File: src/rtl/fsm_vec_driver.sv
// Vector replay driver/checker for a 2-in/2-out Mealy FSM: drives {i,j} from a small
// table, one vector per clock, and counts mismatches of the returned {x,y}.
module fsm_vec_driver #(
   parameter int  DEPTH  = 8,
   parameter int  CNT_W  = 4,
   localparam int ADDR_W = $clog2(DEPTH)
) (
   input  logic              clk,
   input  logic              rstn,
   input  logic              load_en,
   input  logic [ADDR_W-1:0] load_addr,
   input  logic [1:0]        load_ij,
   input  logic [1:0]        load_xy,
   input  logic [ADDR_W:0]   len,
   input  logic              start,
   input  logic              abort,
   input  logic              x,
   input  logic              y,
   output logic              i,
   output logic              j,
   output logic              busy,
   output logic              done,
   output logic              pass,
   output logic [CNT_W-1:0]  err_count,
   output logic [ADDR_W-1:0] first_err_idx
);

   typedef enum logic [1:0] {IDLE, RUN, DONE} state_e;

   typedef struct packed {
      logic [1:0] ij;
      logic [1:0] xy;
   } vec_t;

   localparam logic [ADDR_W:0] DEPTH_W = (ADDR_W + 1)'(DEPTH);

   vec_t              mem_q [DEPTH];
   state_e            state_q, state_d;
   logic [ADDR_W-1:0] idx_q, idx_d;
   logic [ADDR_W:0]   len_q, len_d;
   logic [1:0]        ij_q, ij_d;
   logic [CNT_W-1:0]  err_q, err_d;
   logic [ADDR_W-1:0] first_q, first_d;
   logic              pass_q, pass_d;

   logic [ADDR_W:0]   len_clamp;
   logic              mismatch;
   logic              last_vec;
   vec_t              cur_vec;
   vec_t              nxt_vec;

   // NOTE: the vector table has no reset; it is only meaningful once loaded, and
   // leaving it out of the reset tree lets it map onto plain RAM/register-file cells.
   always_ff @(posedge clk) begin
      if (load_en && state_q != RUN && {1'b0, load_addr} < DEPTH_W)
         mem_q[load_addr] <= '{ij: load_ij, xy: load_xy};
   end

   // NOTE: sequential state uses non-blocking assignments so every register sees
   // the pre-edge value of every other register.
   always_ff @(posedge clk or negedge rstn) begin
      if (!rstn) begin
         state_q <= IDLE;
         idx_q   <= '0;
         len_q   <= '0;
         ij_q    <= 2'b00;
         err_q   <= '0;
         first_q <= '0;
         pass_q  <= 1'b0;
      end else begin
         state_q <= state_d;
         idx_q   <= idx_d;
         len_q   <= len_d;
         ij_q    <= ij_d;
         err_q   <= err_d;
         first_q <= first_d;
         pass_q  <= pass_d;
      end
   end

   assign len_clamp = (len > DEPTH_W) ? DEPTH_W : len;
   assign cur_vec   = mem_q[idx_q];
   assign nxt_vec   = mem_q[idx_q + 1'b1];
   assign mismatch  = ({x, y} != cur_vec.xy);
   assign last_vec  = ({1'b0, idx_q} == len_q - 1'b1);

   // NOTE: every _d gets a default before the case, so no path leaves a
   // combinational output unassigned and no latch is inferred.
   always_comb begin
      state_d = state_q;
      idx_d   = idx_q;
      len_d   = len_q;
      ij_d    = 2'b00;
      err_d   = err_q;
      first_d = first_q;
      pass_d  = pass_q;
      unique case (state_q)
         IDLE: begin
            if (start && !abort) begin
               err_d   = '0;
               first_d = '0;
               pass_d  = 1'b0;
               if (len_clamp == '0) begin
                  state_d = DONE;
                  pass_d  = 1'b1;
               end else begin
                  state_d = RUN;
                  len_d   = len_clamp;
                  idx_d   = '0;
                  ij_d    = mem_q[0].ij;
               end
            end
         end
         RUN: begin
            if (abort) begin
               state_d = IDLE;
            end else begin
               if (mismatch) begin
                  if (err_q != '1) err_d = err_q + 1'b1;
                  if (err_q == '0) first_d = idx_q;
               end
               if (last_vec) begin
                  state_d = DONE;
                  pass_d  = (err_q == '0) && !mismatch;
               end else begin
                  idx_d = idx_q + 1'b1;
                  ij_d  = nxt_vec.ij;
               end
            end
         end
         DONE:    state_d = IDLE;
         default: state_d = IDLE;
      endcase
   end

   always_comb begin
      busy          = (state_q == RUN);
      done          = (state_q == DONE);
      i             = ij_q[1];
      j             = ij_q[0];
      pass          = pass_q;
      err_count     = err_q;
      first_err_idx = first_q;
   end

endmodule

File: config.mk
export PLATFORM = sky130hd
export DESIGN_NAME = fsm_vec_driver
export DESIGN_NICKNAME = d
export VERILOG_FILES = /design/src/rtl/fsm_vec_driver.sv
export SDC_FILE = /design/constraint.sdc
export NUM_CORES = 1
export LEC_CHECK = 0
export BUFFER_PORTS_ARGS = -buffer_cell sky130_fd_sc_hd__buf_4
export CORE_ASPECT_RATIO = 1.4
export CORE_MARGIN = 4
export CORE_UTILIZATION = 45
export DETAILED_ROUTE_END_ITERATION = 10
export PLACE_DENSITY = 0.62
export SETUP_SLACK_MARGIN = 0.3
export SYNTH_ARGS = -nofsm -noshare
export SYNTH_HDL_FRONTEND = slang
export SYNTH_SLANG_ARGS = --single-unit
export TNS_END_PERCENT = 50
File: constraint.sdc
create_clock -name clk -period 6.9 [get_ports clk]
set_clock_uncertainty 0.2 [all_clocks]
set_input_delay 0.345 -clock clk [delete_from_list [all_inputs] [get_ports clk]]
set_output_delay 0.345 -clock clk [all_outputs]
set_load 0.005 [all_outputs]
==> results.ini <==
[status]
status=completed

[yosys]
synth_area_leaders=edfxtp_1, dfrtp_1, mux2i_1
synthesis.nets=194
synthDistinctLibCells=36
synth_flop_cell=edfxtp_1
synth_top_area_cell=edfxtp_1
syn_inst=172
syn_area_mm2=0.00238
ys_seq_area_share_pct=60.4
synth-edff-count=32
avgSynthCellArea_um2=13.8
synth.most_common_cell=edfxtp_1
yosys-top-cells-count=edfxtp_1, dfrtp_1, mux2i_1
ys_async_sr_fraction_pct=37.3
ys_warn_count=0
ys_seq_elements=51
synth_top_cell_area_share_pct=40.4

[setup_path]
cp.required_ps=6890
critPathKind=reg2reg
path_max_fanout=17
crit_family=multiplexers
rr_worst_depth=6
crit_slowest_cell=dfrtp_1
r2r_setup_slack_ps=4040
crit_path_cell_trace=mux2i_1 > mux4_2 > xnor2_2 > nor3_2 > or3_4 > mux2_4
crit_path_start_kind=flip-flop
crit_buf_inv=0
slowest_delay_ps=840
crit_arrival_ps=2850
r2r-start=idx_q[0]
reg2reg_to=err_count[2]
setup.worst_path.start=idx_q[0]
end_kind=flip-flop

[routing]
wl_per_cell_um=15.3
first_iter_violations=68
ant_nets=0
vias_per_cell=5.19
vias=1418
drc=0
routed_wl_um=4170
dr.pass1.iters=4

[timing]
fin_ws_ps=4040
setup_viol=0
finalWorstPathRequiredPeriod_ps=2860
rsz0062_at_grt=no
fin_crit_sh_pct=41.4
final_hold_viol_count=0
tightest_slew_ps=756
fin_tns_setup_ps=0
max_freq_mhz=350
drv_slew=0
slew_headroom_pct=49.1

[clocking]
cts_tree=built
clkTransAtPathRegs_ps=90
clock_path_buffers=2
cts.sinks=51
htree_levels=2
cts_root_buf=clkbuf_8
clk_latency_ps=300
post_cts.repair.setup_buffers=0
post_cts_resized=0
cts_hold_buf=1
numCtsBuffers=5

[min_path]
hold_path_end=state_q[1]
holdPathStages=2
worstHoldStart=abort
holdCritPathClass=in2reg

[floorplan]
rows=31
pin_count=30
start_util_pct=46.1
core_area_mm2=0.00516
fp.dieH_um=94
die_w_um=69.4
die_area_mm2=0.00653

[placement]
port_buffers=29
gp_congestion=0.737
pre_cts_ws_ps=4030
dp_hpwl_um=3170

[grt]
antenna_found_initial=0
grt_util_met2_pct=24.6
grt_usage_pct=13.5
use_met3_pct=3.43
grt_overflow=0
grt_most_used_layer=met2
grtUsageMet1_pct=14.9
grt_pass1_wl_um=6800
grt_start_max_net_pins=20
grt_pass1_vias=1433

[cells_and_area]
layout-drive-gt1-share_pct=23.2
insertedDiodeCount=0
syn2layout_area_growth_pct=15.1
fin_nets=228
fillers=441

[run]
drv_cap=0

[power_and_ir_drop]
peakVddDrop_uv=133
leakagePower_nw=1.11
p_per_area_mw_per_mm2=266

-- power by group --
part	internal (mW)	switching (mW)	leakage, nW
Sequential	0.348	0.0330	0.541
Clock	0.0713	0.0988	0.0445
Combinational	0.100	0.0758	0.521
-- area by class of cell --
type                    count  area, um2  area share, %
inverters                  13       48.8           1.78
clock buffers               5       68.8           2.51
repair buffers             30        228           8.32
clock inverters             3       18.8          0.686
multi-input cells         105        853           31.2
flip-flops and latches     51       1440           52.5
well taps                  66       82.6           3.02
-- how the worst max path moves through the flow --
stage | slack [ps] | cells past startpoint | endpoint
after floorplan | 4410 | 8 | err_count[0]
after global placement | 4140 | 6 | err_count[2]
after detailed placement | 4030 | 6 | err_count[0]
after CTS | 4010 | 6 | err_count[0]
after global routing | 3870 | 6 | err_count[0]
final | 4040 | 6 | err_count[2]
-- per-layer routing --
metal / part of all wire, % / wire length, um
met1: 38 / 1600
met5: 0 / 0
met2: 55 / 2290
met4: 1.5 / 63
met3: 5.3 / 219
-- sequential cells by signal (all words and copies together), names as in the netlist --
register / flops
mem_q: 32
err_count: 4
len_q: 4
first_err_idx: 3
idx_q: 3
ij_q: 2
state_q: 2
pass: 1
-- through the flow --
step	util (%)	hold slack, ps	instances	total power, mW	instance area (um2)
CTS	53.0	27.3	273	0.733	2740
detailed placement	51.2	38.5	264	0.567	2640
global route	53.0	26.4	273	0.771	2740
global placement	51.2	33.2	264	0.558	2640
floorplan	-	-151	172	0.519	2380
finish	53.0	35.8	273	0.727	2740
-- cell families after synthesis --
group           count (synthesis)  synth area share [%]
fa+ha+maj                       4                  2.11
compound gates                 18                  4.63
mux                            24                  14.4
buf+inv                        16                  3.68
simple gates                   50                  10.8
xor+xnor                        9                  3.95
flops                          51                  60.4
-- layout by cell type (no fill, tap or decap), types with 2 or more instances in the layout --
cell type	n
nor2b_1	2
buf_4	29
dfrtp_1	19
mux2_4	2
nor3_2	2
nor3_1	4
edfxtp_1	32
nand3b_1	2
nand2b_1	6
ha_1	4
nand3_1	3
o21ai_0	8
mux4_2	2
clkbuf_8	5
mux4_1	4
nand2_1	12
xnor2_2	2
a21oi_1	2
xnor2_1	4
o22ai_1	3
nor2_1	14
xor2_1	3
inv_1	13
mux2i_1	15
Note: power is estimated with default switching activity, not from simulation.
